<file path="config.mk">
export PLATFORM = sky130hd
export DESIGN_NAME = pipe_stage_reg
export DESIGN_NICKNAME = d
export VERILOG_FILES = /design/src/rtl/pipe_stage_reg.sv
export SDC_FILE = /design/constraint.sdc
export NUM_CORES = 1
export LEC_CHECK = 0
export BUFFER_PORTS_ARGS = -buffer_cell sky130_fd_sc_hd__buf_2
export CORE_MARGIN = 10
export CORE_UTILIZATION = 40
export DETAILED_ROUTE_END_ITERATION = 8
export PLACE_DENSITY = 0.72
export SLEW_MARGIN = 10
export SYNTH_ARGS = -nofsm -noshare
export SYNTH_HDL_FRONTEND = slang
export SYNTH_SLANG_ARGS = --single-unit
</file>
<file path="constraint.sdc">
create_clock -name clk -period 1.7 [get_ports clk]
set_input_delay 0.255 -clock clk [delete_from_list [all_inputs] [get_ports clk]]
set_output_delay 0.255 -clock clk [all_outputs]
set_load 0.05 [all_outputs]
</file>
<file path="src/rtl/pipe_stage_reg.sv">
// Generic pipeline stage register with valid/ready handshake, flush, stall and a saturating back-pressure counter.
// Define PIPE_STAGE_REG_SKID_EN to add a skid entry that removes the combinational out_ready -> in_ready path.
module pipe_stage_reg #(
    parameter int                 WIDTH   = 32,
    parameter logic [WIDTH-1:0]   RST_VAL = '0,
    parameter int                 CNT_W   = 16
) (
    input  logic               clk,
    input  logic               rst,
    input  logic               flush,
    input  logic               stall,
    input  logic               in_valid,
    output logic               in_ready,
    input  logic [WIDTH-1:0]   in_data,
    output logic               out_valid,
    input  logic               out_ready,
    output logic [WIDTH-1:0]   out_data,
    output logic [1:0]         occupancy,
    output logic [CNT_W-1:0]   bp_cnt
);

    logic             main_vld_q, main_vld_d;
    logic [WIDTH-1:0] main_data_q, main_data_d;
    logic [CNT_W-1:0] bp_q, bp_d;
    logic             push, pop;

    assign pop       = main_vld_q & out_ready & ~stall;
    assign push      = in_valid & in_ready;
    assign out_valid = main_vld_q;
    assign out_data  = main_data_q;
    assign bp_cnt    = bp_q;

`ifdef PIPE_STAGE_REG_SKID_EN
    logic             skid_vld_q, skid_vld_d;
    logic [WIDTH-1:0] skid_data_q, skid_data_d;

    // Ready depends only on held state, so downstream timing never reaches upstream.
    assign in_ready  = ~skid_vld_q & ~stall & ~rst;
    assign occupancy = {1'b0, main_vld_q} + {1'b0, skid_vld_q};

    always_comb begin
        main_vld_d  = main_vld_q;
        main_data_d = main_data_q;
        skid_vld_d  = skid_vld_q;
        skid_data_d = skid_data_q;
        if (flush) begin
            main_vld_d = 1'b0;
            skid_vld_d = 1'b0;
        end else if (skid_vld_q) begin
            if (pop) begin
                main_data_d = skid_data_q;
                skid_vld_d  = 1'b0;
            end
        end else if (main_vld_q) begin
            if (pop && push) begin
                main_data_d = in_data;
            end else if (pop) begin
                main_vld_d = 1'b0;
            end else if (push) begin
                skid_data_d = in_data;
                skid_vld_d  = 1'b1;
            end
        end else if (push) begin
            main_data_d = in_data;
            main_vld_d  = 1'b1;
        end
    end

    always_ff @(posedge clk) begin
        if (rst) begin
            skid_vld_q <= 1'b0;
        end else begin
            skid_vld_q <= skid_vld_d;
        end
    end

    always_ff @(posedge clk) begin
        skid_data_q <= skid_data_d;
    end
`else
    assign in_ready  = (~main_vld_q | out_ready) & ~stall & ~rst;
    assign occupancy = {1'b0, main_vld_q};

    always_comb begin
        main_vld_d  = main_vld_q;
        main_data_d = main_data_q;
        if (flush) begin
            main_vld_d = 1'b0;
        end else if (push) begin
            main_data_d = in_data;
            main_vld_d  = 1'b1;
        end else if (pop) begin
            main_vld_d = 1'b0;
        end
    end
`endif

    always_comb begin
        bp_d = bp_q;
        if (main_vld_q && (!out_ready || stall) && !(&bp_q)) begin
            bp_d = bp_q + CNT_W'(1);
        end
    end

    always_ff @(posedge clk) begin
        if (rst) begin
            main_vld_q  <= 1'b0;
            main_data_q <= RST_VAL;
            bp_q        <= '0;
        end else begin
            main_vld_q  <= main_vld_d;
            main_data_q <= main_data_d;
            bp_q        <= bp_d;
        end
    end

endmodule

</file>
=== Word level (Yosys, flattened, before mapping) ===
Index checks and enable logic that the tools add are counted.

* Output and inout bits: 52
* Register bits: 49
* Input bits: 38
* Word-level logic and storage cells: 25

* Bitwise gates (word level): 10
* Muxes and demuxes: 2
* Reduce and logical (&&, ||, !) cells: 9
* $add $sub $neg: 1

{| class="wikitable"
|+ Operators with widths
! operator !! number
|-
| adder 16 x 1 -> 16 bit, second input constant || 1
|-
| AND reduction 16 bit || 1
|-
| bitwise AND 1 bit || 5
|-
| NOT 1 bit || 4
|-
| logical AND 1 bit || 2
|-
| zero test 1 bit || 2
|-
| 2-to-1 mux 1 bit || 2
|-
| AND reduction 2 bit || 1
|-
| nonzero test 2 bit || 1
|-
| OR reduction 2 bit || 1
|-
| logical OR 1 bit || 1
|-
| bitwise OR 1 bit || 1
|}

=== Longest topological paths before layout ===
Gate-level depths: netlist (run 1).

* Depth after elaboration: 6
* Gate-level depth with buffers: 5
* Mapped depth without buffers: 5

=== Worst setup path after synthesis (run 1) ===
No wires, ideal clock.

* Path kind: register to register
* Start point: reg bp_q[7] (netlist: bp_cnt[7])
* End point: reg bp_q[13] (netlist: bp_cnt[13])
* Data required time: 1.629 ns
* Path slack: -0.406 ns
* Arrival: 2.036 ns
* Cell stages (with the launch flop): 6
* Buffers on the path: 1
* Library setup time: 0.071 ns
* Clock period less this slack: 2.106 ns
* Cells stage by stage: dfxtp_1 -> nand4_2 -> buf_2 -> or3_1 -> or4_1 -> a21oi_1

* Cells in the longest elaborated chain, start to end: 3
* Elaborated cells on any way between the ends: 4
* Those cells by class: 1 x add/sub; 3 x reduce/logical

{| class="wikitable"
|+ Ends and longest elaborated chain
! what !! line !! text
|-
| from (decl) || 24 || <nowiki>logic [CNT_W-1:0] bp_q, bp_d;</nowiki>
|-
| from (signal assigned) || 113 || <nowiki>bp_q <= bp_d;</nowiki>
|-
| branches (longest 3 deep; another with adder 16 x 1 -> 16 bit) || -- ||
|}

Parallel ways; which one is timed is not known.
A chain may end at the register's enable or synchronous reset.

=== Final worst setup path (run 1) ===
* Start point: reg bp_q[3] (netlist: bp_cnt[3])
* End point: reg bp_q[11] (netlist: bp_cnt[11])

The elaborated chain is that of the path after synthesis.

==> metrics.csv, run 1 <==
stage,metric,value,unit
run_status,outcome,"finished, final reports clean",
clock_network,numClockSinks,49,
die,num_rows,25,
drt,first_pass_iters,4,
logic_synthesis,synthCells,215,
power,p_per_area,769,nW/um2
global_routing,gr-usage-met3,7.74,%
global_routing,first_global_vias,1903,
clock_network,clk_latency,0.30,ns
logic_synthesis,yosys_register_bits,49,
power,finalPower,2.16,mW
power,p_leak,1.44,nW
place,dp_hpwl,4200,um
global_routing,grt_start_max_net_pins,26,
worst_setup_path,start_kind,flip-flop,
min_path,hold_class,in2reg,
layout,fillers,450,
logic_synthesis,yosysTopAreaCellShare,48.3,%
global_routing,grt_pass1_wl,9080,um
logic_synthesis,synth_area,2030,um2
clock_network,cts_max_level,2,
drt,drc,0,
logic_synthesis,synth_top_family_by_area,simple AND/OR/NAND/NOR gates,
layout,nets,351,
clock_network,cts_tree,yes,
drt,via_count,1896,
timing,rsz0062_at_grt,no,
layout,drive_gt1_share,41.9,%
timing,slew_viol_final,0,
worst_setup_path,slowest_stage,or4_1,
logic_synthesis,synthSimpleGateAreaFrac,20.9,%
place,numPortBuffers,88,
layout,utilization,58.4,%
global_routing,grtUsageMet2,20.3,%
global_routing,top_usage_layer,met2,
clock_network,cts-root-buf,clkbuf_8,
worst_setup_path,worstPathArrival,1.85,ns
logic_synthesis,synth_area_leaders,"dfxtp_1 48%, mux2i_1 16%, nor2_1 6.5%",
timing,whs,0.133,ns
die,io_pins,90,
logic_synthesis,synth_compound_area_share,9.42,%
clock_network,ctsHoldBuffers,0,
worst_setup_path,endpoint_kind,flip-flop,
clock_network,clock_path_buffers,2,
worst_setup_path,cp_slowest_stage_delay,0.51,ns
place,gp_congestion,0.799,
clock_network,path_clk_slew,0.09,ns
logic_synthesis,synth_cell_type_count,34,
global_routing,antenna_found_initial,0,
drt,antenna_left,0,
drt,routed_wl,5460,um
job,cap_violations,0,
worst_setup_path,criticalPathCategory,reg2reg,
timing,max_freq,618,MHz
worst_setup_path,crit_required,1.93,ns
drt,wl_per_cell,14.4,um
logic_synthesis,yosys.area.top_type,dfxtp_1,
logic_synthesis,synth_nets,254,
drt,vias_per_cell,4.99,
drt,drtIter0Drc,63,
die,chipWidth,91.3,um
timing,finalHoldViolCount,0,
logic_synthesis,synthXorXnorAreaFrac,0,%
die,start_util,42.2,%
layout,diodes,0,
worst_setup_path,cp_max_fo,8,
logic_synthesis,yosysSeqAreaShare,48.3,%
logic_synthesis,synthAdderAreaFrac,0.616,%
global_routing,grt.overflow.total,0,
timing,finalSetupTns,0,ns
logic_synthesis,synth_mux_area_share,16.3,%
die,core_region_area,4820,um2
global_routing,grtUsageMet1,14.7,%
logic_synthesis,synth_warnings,0,
timing,period_needed,1.62,ns
clock_network,cts_buffers,5,
logic_synthesis,avgSynthCellArea,9.45,um2
timing,setup_viol,0,
power,worst_ir_drop_vdd,561,uV
timing,skew,0.00809,ns
layout,syn_to_final_growth,38.5,%
worst_setup_path,crit_path_cell_trace,and4_1 > nand4_1 > buf_6 > or4_1 > a21oi_1,
die,die-area,8330,um2
worst_setup_path,timing.critical_path.max_delay_family,simple AND/OR/NAND/NOR gates,
timing,min_period_over_period,95.2,%
die,die_h,91.3,um
worst_setup_path,crit_buf_inv,1,
global_routing,grtUsageTotal,13.0,%
## worst paths after layout
check,from,to,slack (ns),cells past startpoint
worst min register to register,bp_cnt[5],bp_cnt[5],0.47,1
worst max-delay path,bp_cnt[3],bp_cnt[11],0.08,5
worst min-delay path,flush,out_valid,0.13,2
worst max register to register,bp_cnt[3],bp_cnt[11],0.08,5
## timing repair
action / 4_1_cts / 5_1_grt
endpoints found under the setup margin: 0 / 5
buffers inserted: 0 / 0
gates resized for setup: 0 / 4
## cell type report
cell class,instances,area (um2),area share (%)
sequential,49,1030,36.7
multi-input combinational,146,998,35.5
timing repair buffer,101,554,19.7
clock buffer,8,111,3.96
tap,67,83.8,2.98
inverter,9,33.8,1.20
## metrics by stage
step	setup WS (ns)	cell area (um2)	std cells
6_report	0.0812	2810	380
5_1_grt	0.00730	2810	380
4_1_cts	0.0644	2800	380
3_5_place_dp	0.0869	2690	372
3_3_place_gp	0.110	2690	372
2_1_floorplan	-0.0552	2110	215
## cell usage after synthesis, drive strengths merged
master,n
nor2b,1
o31ai,8
nor2,35
or4,7
nor4,3
nor4b,1
and2,3
dfxtp,49
ha,1
mux2,1
o21ai,3
nor3,3
and4,1
nand2b,2
o41ai,2
inv,9
buf,6
conb,1
mux2i,32
a211oi,3
o311a,1
or2,1
nand3,5
clkbuf,5
o211ai,1
o311ai,1
a21oi,10
nand4,6
nand4b,1
or3,5
nand2,8
## report_power, final
| group | switching (mW) | leakage, nW | internal, mW |
|---|---|---|---|
| Sequential | 0.00839 | 0.407 | 1.14 |
| Clock | 0.376 | 0.0566 | 0.421 |
| Combinational | 0.139 | 0.977 | 0.0749 |
## flip-flops by register name, summed over array words and instances (netlist names)
| register | cells |
|---|---|
| out_valid | 1 |
| out_data | 32 |
| bp_cnt | 16 |
## placed cells by master (no fill, tap or decap), drive strengths merged, types with 2 or more instances in the layout
master,n
buf,101
dfxtp,49
nor2,35
mux2i,32
a21oi,10
inv,9
nand2,8
o31ai,8
clkbuf,8
or4,7
nand4,6
or3,5
nand3,5
and2,3
a211oi,3
o21ai,3
nor3,3
nor4,3
nand2b,2
o41ai,2
## cells by family (layout without fill, tap and decap cells)
logic type,after synthesis,count (layout)
fa+ha+maj,1,1
compound gates,29,29
buf+inv,20,118
mux,33,33
other cells,1,1
simple gates,82,82
flops,49,49
## routing by layer
metal / vias up / part of all wire (%)
li1: 961 / -
met1: 861 / 43
met2: 67 / 45
met3: 7 / 11
met4: 0 / 0.88
met5: - / 0
## worst register-to-register path, cell delays in order, from the launching register on
cell     delay, ns
dfxtp_4       0.37
and4_1        0.20
nand4_1       0.15
buf_6         0.17
or4_1         0.51
a21oi_1       0.15
No activity file was read; power rests on OpenSTA's default activity.
==> run 2, diff against run 1 <==
PLACE_DENSITY = 0.69   (was 0.72)
clock period = 1.8 ns   (was 1.7 ns; I/O delays follow)
==> metrics.csv, run 2 (synthesized netlist as in run 1, its figures left out) <==
stage,metric,value,unit,change
run_status,outcome,"finished, final reports clean",,
global_routing,grt_start_max_net_pins,28,,+7.7%
min_path,min_to,out_valid,,
timing,rsz0062_at_grt,no,,
layout,fillers,462,,+2.7%
layout,utilization,56.3,%,-2.1 points
clock_network,clock_path_buffers,2,,unchanged
timing,finalSetupTns,0,ns,unchanged
timing,period_needed,1.66,ns,+0.0441 ns
clock_network,cts_buffers,5,,unchanged
layout,multi_input_area,983,um2,-1.5%
clock_network,cts_max_level,2,,unchanged
worst_setup_path,r2r-start,bp_cnt[7],,
layout,instances_no_fill,377,,-0.79%
worst_setup_path,endpoint_kind,flip-flop,,
drt,via_count,1868,,-1.5%
worst_setup_path,start_kind,flip-flop,,
layout,diodes,0,,unchanged
global_routing,grt.overflow.total,0,,unchanged
drt,antenna_left,0,,unchanged
power,p_leak,1.40,nW,-2.7%
worst_setup_path,crit_required,2.00,ns,+0.07 ns
layout,final_common_cell,buf_2,,
timing,skew,0.00436,ns,-0.00373 ns
clock_network,path_clk_slew,0.09,ns,about the same
layout,largest_register_ffs,32,,unchanged
layout,nets,348,,-0.85%
drt,wl_per_cell,14.3,um,-0.68%
global_routing,antenna_found_initial,0,,unchanged
place,pre_cts_ws,0.154,ns,+0.0674 ns
timing,setup_slack,0.137,ns,+0.0559 ns
timing,slew_viol_final,0,,unchanged
clock_network,ctsHoldBuffers,0,,unchanged
die,die_h,91.3,um,unchanged
clock_network,numClockSinks,49,,unchanged
place,placedCellCount,369,,-0.81%
clock_network,ctsResizeCount,0,,unchanged
layout,final_cell_mix,"88 x buf_2, 35 x nor2_1, 34 x dfxtp_1, 32 x mux2i_1, 11 x dfxtp_2",,
die,start_util,42.2,%,unchanged
global_routing,first_global_vias,1879,,-1.3%
die,io_pins,90,,unchanged
global_routing,grt_pass1_wl,8850,um,-2.6%
clock_network,clk_latency,0.30,ns,about the same
place,gp_congestion,0.761,,-4.7%
worst_setup_path,cp_max_fo,7,,-1
min_path,hold_path_depth,2,,unchanged
worst_setup_path,reg2reg_depth,5,,unchanged
place,dp_hpwl,4240,um,+1.0%
layout,seq_area,1010,um2,-2.2%
clock_network,cts_tree,yes,,
layout,drive_gt1_share,40.6,%,-1.2 points
timing,max_freq,601,MHz,-2.7%
power,p_per_area,714,nW/um2,-7.1%
drt,vias_per_cell,4.95,,-0.69%
worst_setup_path,r2r-end,bp_cnt[15],,
die,core_region_area,4820,um2,unchanged
worst_setup_path,worstPathArrival,1.86,ns,about the same
timing,finalHoldViolCount,0,,unchanged
timing,min_period_over_period,92.4,%,-2.8 points
drt,routed_wl,5380,um,-1.5%
clock_network,cts-root-buf,clkbuf_8,,
drt,drc,0,,unchanged
clock_network,cts_setup_buffers,0,,unchanged
drt,first_pass_iters,4,,unchanged
die,chipWidth,91.3,um,unchanged
min_path,hold_class,in2reg,,
worst_setup_path,criticalPathCategory,reg2reg,,
drt,drtIter0Drc,53,,-16%
timing,setup_viol,0,,unchanged
worst_setup_path,timing.reg2reg.setup_slack,0.14,ns,+0.06 ns
die,die-area,8330,um2,unchanged
die,num_rows,25,,unchanged
power,worst_ir_drop_vdd,476,uV,-15%
job,cap_violations,0,,unchanged
min_path,hp-start,flush,,
place,numPortBuffers,88,,unchanged
layout,syn_to_final_growth,33.5,%,
worst_setup_path,crit_start,bp_cnt[7],,
global_routing,grtUsageTotal,12.7,%,-0.29 points
## run 2: cell types whose count changed in the layout (fill, tap and decap cells not counted), sizes merged
cell	delta
buf	-3
clkbuf	-2
clkinv	+1
inv	+1
## run 2: area by class of cell
cell class,instances,area share [%]
Sequential cell,49,37.2
Multi-Input combinational cell,146,36.3
Timing Repair Buffer,98,19.0
Tap cell,67,3.09
Clock buffer,6,2.68
Inverter,9,1.25
Clock inverter,2,0.507
## run 2: worst max-delay path by stage
| stage | to | slack, ns | depth (start not counted) |
|---|---|---|---|
| finish | bp_cnt[15] | 0.14 | 5 |
| global route | bp_cnt[0] | 0.03 | 6 |
| CTS | bp_cnt[15] | 0.14 | 5 |
| detailed placement | bp_cnt[15] | 0.15 | 5 |
| global placement | bp_cnt[15] | 0.19 | 5 |
| floorplan | bp_cnt[13] | -0.03 | 5 |
## run 2: report_power, final
| group | switching [mW] | leakage, nW | internal, mW | total, mW |
|---|---|---|---|---|
| registers | 0.00770 | 0.405 | 1.09 | 1.10 |
| clock network | 0.361 | 0.0456 | 0.277 | 0.639 |
| logic | 0.130 | 0.953 | 0.0680 | 0.198 |
| total | 0.499 | 1.40 | 1.44 | 1.94 |
## run 2: metal layers
| layer | part of all wire, % | vias up | track usage (%) |
|---|---|---|---|
| met5 | 0 | - | 0 |
| met4 | 1.1 | 0 | 3.52 |
| met3 | 11 | 6 | 7.65 |
| met2 | 45 | 62 | 20.1 |
| met1 | 42 | 849 | 14.1 |
| li1 | - | 951 | - |
## run 2: metrics by stage
step | hold slack, ns | total power [mW] | cell area, um2
after floorplan | 0.335 | 1.25 | 2080
after global placement | 0.451 | 1.32 | 2620
after detailed placement | 0.447 | 1.33 | 2620
after CTS | 0.116 | 1.97 | 2710
after global routing | 0.117 | 2.03 | 2710
final | 0.123 | 1.94 | 2710
## run 2: critical path, stage by stage (launching register included)
cell and delay [ns]:
dfxtp_4 0.38, nand4_2 0.18, buf_4 0.22, nor2_1 0.13, nor4b_1 0.28, mux2_2 0.37
==> run 3, diff against run 2 <==
REMOVE_ABC_BUFFERS = 1   (was not set)
==> metrics.csv, run 3 (synthesized netlist as in run 1, its figures left out) <==
stage,metric,value,unit,change
clock_network,ctsHoldBuffers,0,,unchanged
worst_setup_path,endpoint,bp_cnt[8],,
power,worst_ir_drop_vdd,450,uV,-5.5%
worst_setup_path,worstPathArrival,1.89,ns,+0.03 ns
global_routing,grt_pass1_wl,8710,um,-1.5%
worst_setup_path,reg2reg_depth,5,,unchanged
timing,max_freq,601,MHz,about the same
layout,syn_to_final_growth,32.2,%,
timing,finalHoldViolCount,0,,unchanged
layout,drive_gt1_share,36.5,%,-4.2 points
layout,largest_register_ffs,32,,unchanged
layout,multi_input_area,968,um2,-1.5%
clock_network,clock_path_buffers,2,,unchanged
clock_network,cts_tree,yes,,
clock_network,numClockSinks,49,,unchanged
clock_network,path_clk_slew,0.09,ns,about the same
die,chipWidth,91.3,um,unchanged
clock_network,cts-root-buf,clkbuf_8,,
global_routing,grt_start_max_net_pins,51,,+82%
worst_setup_path,criticalPathCategory,reg2reg,,
layout,fillers,488,,+5.6%
drt,antenna_left,0,,unchanged
layout,diodes,0,,unchanged
worst_setup_path,endpoint_kind,flip-flop,,
global_routing,grt.overflow.total,0,,unchanged
layout,seq_area,985,um2,-2.5%
global_routing,antenna_found_initial,0,,unchanged
layout,fin_area,2690,um2,-0.97%
place,place_area,2580,um2,-1.5%
timing,min_period_over_period,92.4,%,about the same
clock_network,clk_latency,0.29,ns,about the same
drt,routed_wl,5370,um,-0.26%
clock_network,cts_buffers,5,,unchanged
layout,final_common_cell,buf_2,,
global_routing,first_global_vias,1834,,-2.4%
run_status,outcome,"finished, final reports clean",,
global_routing,grtUsageTotal,12.3,%,-0.40 points
layout,final_cell_mix,"88 x buf_2, 46 x dfxtp_1, 35 x nor2_1, 32 x mux2i_1, 10 x a21oi_1",,
place,numPortBuffers,88,,unchanged
drt,wl_per_cell,14.2,um,-0.26%
drt,via_count,1849,,-1.0%
power,p_leak,1.38,nW,-1.8%
drt,first_pass_iters,4,,unchanged
timing,period_needed,1.66,ns,+0.0000650 ns
die,die_h,91.3,um,unchanged
worst_setup_path,timing.reg2reg.setup_slack,0.14,ns,about the same
place,gp_congestion,0.791,,+3.9%
worst_setup_path,start_kind,flip-flop,,
timing,tightest_slew,0.503,ns,
min_path,hold_class,in2reg,,
timing,setup_viol,0,,unchanged
worst_setup_path,crit_required,2.03,ns,+0.03 ns
die,num_rows,25,,unchanged
die,die-area,8330,um2,unchanged
job,cap_violations,0,,unchanged
timing,finalSetupTns,0,ns,unchanged
worst_setup_path,r2r-start,bp_cnt[0],,
layout,nets,348,,unchanged
timing,skew,0.00250,ns,-0.00187 ns
drt,vias_per_cell,4.90,,-1.0%
worst_setup_path,crit_start,bp_cnt[0],,
timing,rsz0062_at_grt,no,,
die,core_region_area,4820,um2,unchanged
drt,drtIter0Drc,66,,+25%
timing,slew_viol_final,0,,unchanged
die,io_pins,90,,unchanged
timing,slew_headroom,66.5,%,
clock_network,cts_max_level,2,,unchanged
place,dp_hpwl,4160,um,-2.0%
worst_setup_path,r2r-end,bp_cnt[8],,
power,p_per_area,722,nW/um2,+1.1%
worst_setup_path,cp_max_fo,10,,+3
die,start_util,42.2,%,unchanged
drt,drc,0,,unchanged
[run 3: cell types whose count changed in the layout (fill, tap and decap cells not counted), sizes merged]
cell | before | now
clkinvlp | 0 | 2
clkinv | 1 | 0
inv | 10 | 9
[run 3: worst max-delay path: stages, from the launching register on]
cell     delay, ns
dfxtp_1       0.39
ha_1          0.26
nand4_1       0.11
buf_4         0.18
or4_1         0.50
a21oi_1       0.15
[run 3: worst min path at each step]
stage | slack [ns] | cells after the start | to | from
after floorplan | 0.34 | 1 | bp_cnt[0] | rst
after detailed placement | 0.45 | 2 | out_valid | flush
after CTS | 0.13 | 2 | out_valid | flush
final | 0.14 | 2 | out_valid | flush
after global placement | 0.44 | 2 | out_valid | flush
after global routing | 0.15 | 2 | out_valid | flush
[run 3: per-layer routing]
layer / track usage (%) / up-vias / wire, um
li1: - / 957 / -
met1: 13.5 / 835 / 2210
met2: 21.8 / 50 / 2740
met3: 3.62 / 7 / 326
met4: 4.57 / 0 / 88
met5: 0 / - / 0
[run 3: power breakdown]
part	leakage [nW]	switching, mW	internal, mW
Sequential	0.397	0.00829	1.10
Clock	0.0374	0.363	0.274
Combinational	0.942	0.128	0.0667
[run 3: stage by stage]
step / utilization [%] / setup WS [ns] / std cells / power [mW] / hold slack (ns)
global placement: 53.6 / 0.168 / 368 / 1.33 / 0.444
global route: 55.8 / 0.00813 / 377 / 2.03 / 0.146
CTS: 55.4 / 0.103 / 376 / 1.97 / 0.133
finish: 55.8 / 0.137 / 377 / 1.94 / 0.142
detailed placement: 53.6 / 0.130 / 368 / 1.33 / 0.450
floorplan: - / -1.09 / 204 / 1.25 / 0.339
[run 3: what timing repair did]
| action | CTS | global route |
|---|---|---|
| endpoints found under the setup margin | 0 | 6 |
| hold endpoints to repair | 0 | 0 |
| setup buffers | 0 | 1 |
| gates resized for setup | 0 | 4 |
[run 3: final cells by class]
type                            instances  share of cell area [%]
Sequential cell                        49                    36.7
Multi-Input combinational cell        146                    36.1
Timing Repair Buffer                   98                    19.7
Tap cell                               67                    3.12
Clock buffer                            6                    2.70
Inverter                                9                    1.26
Clock inverter                          2                   0.559
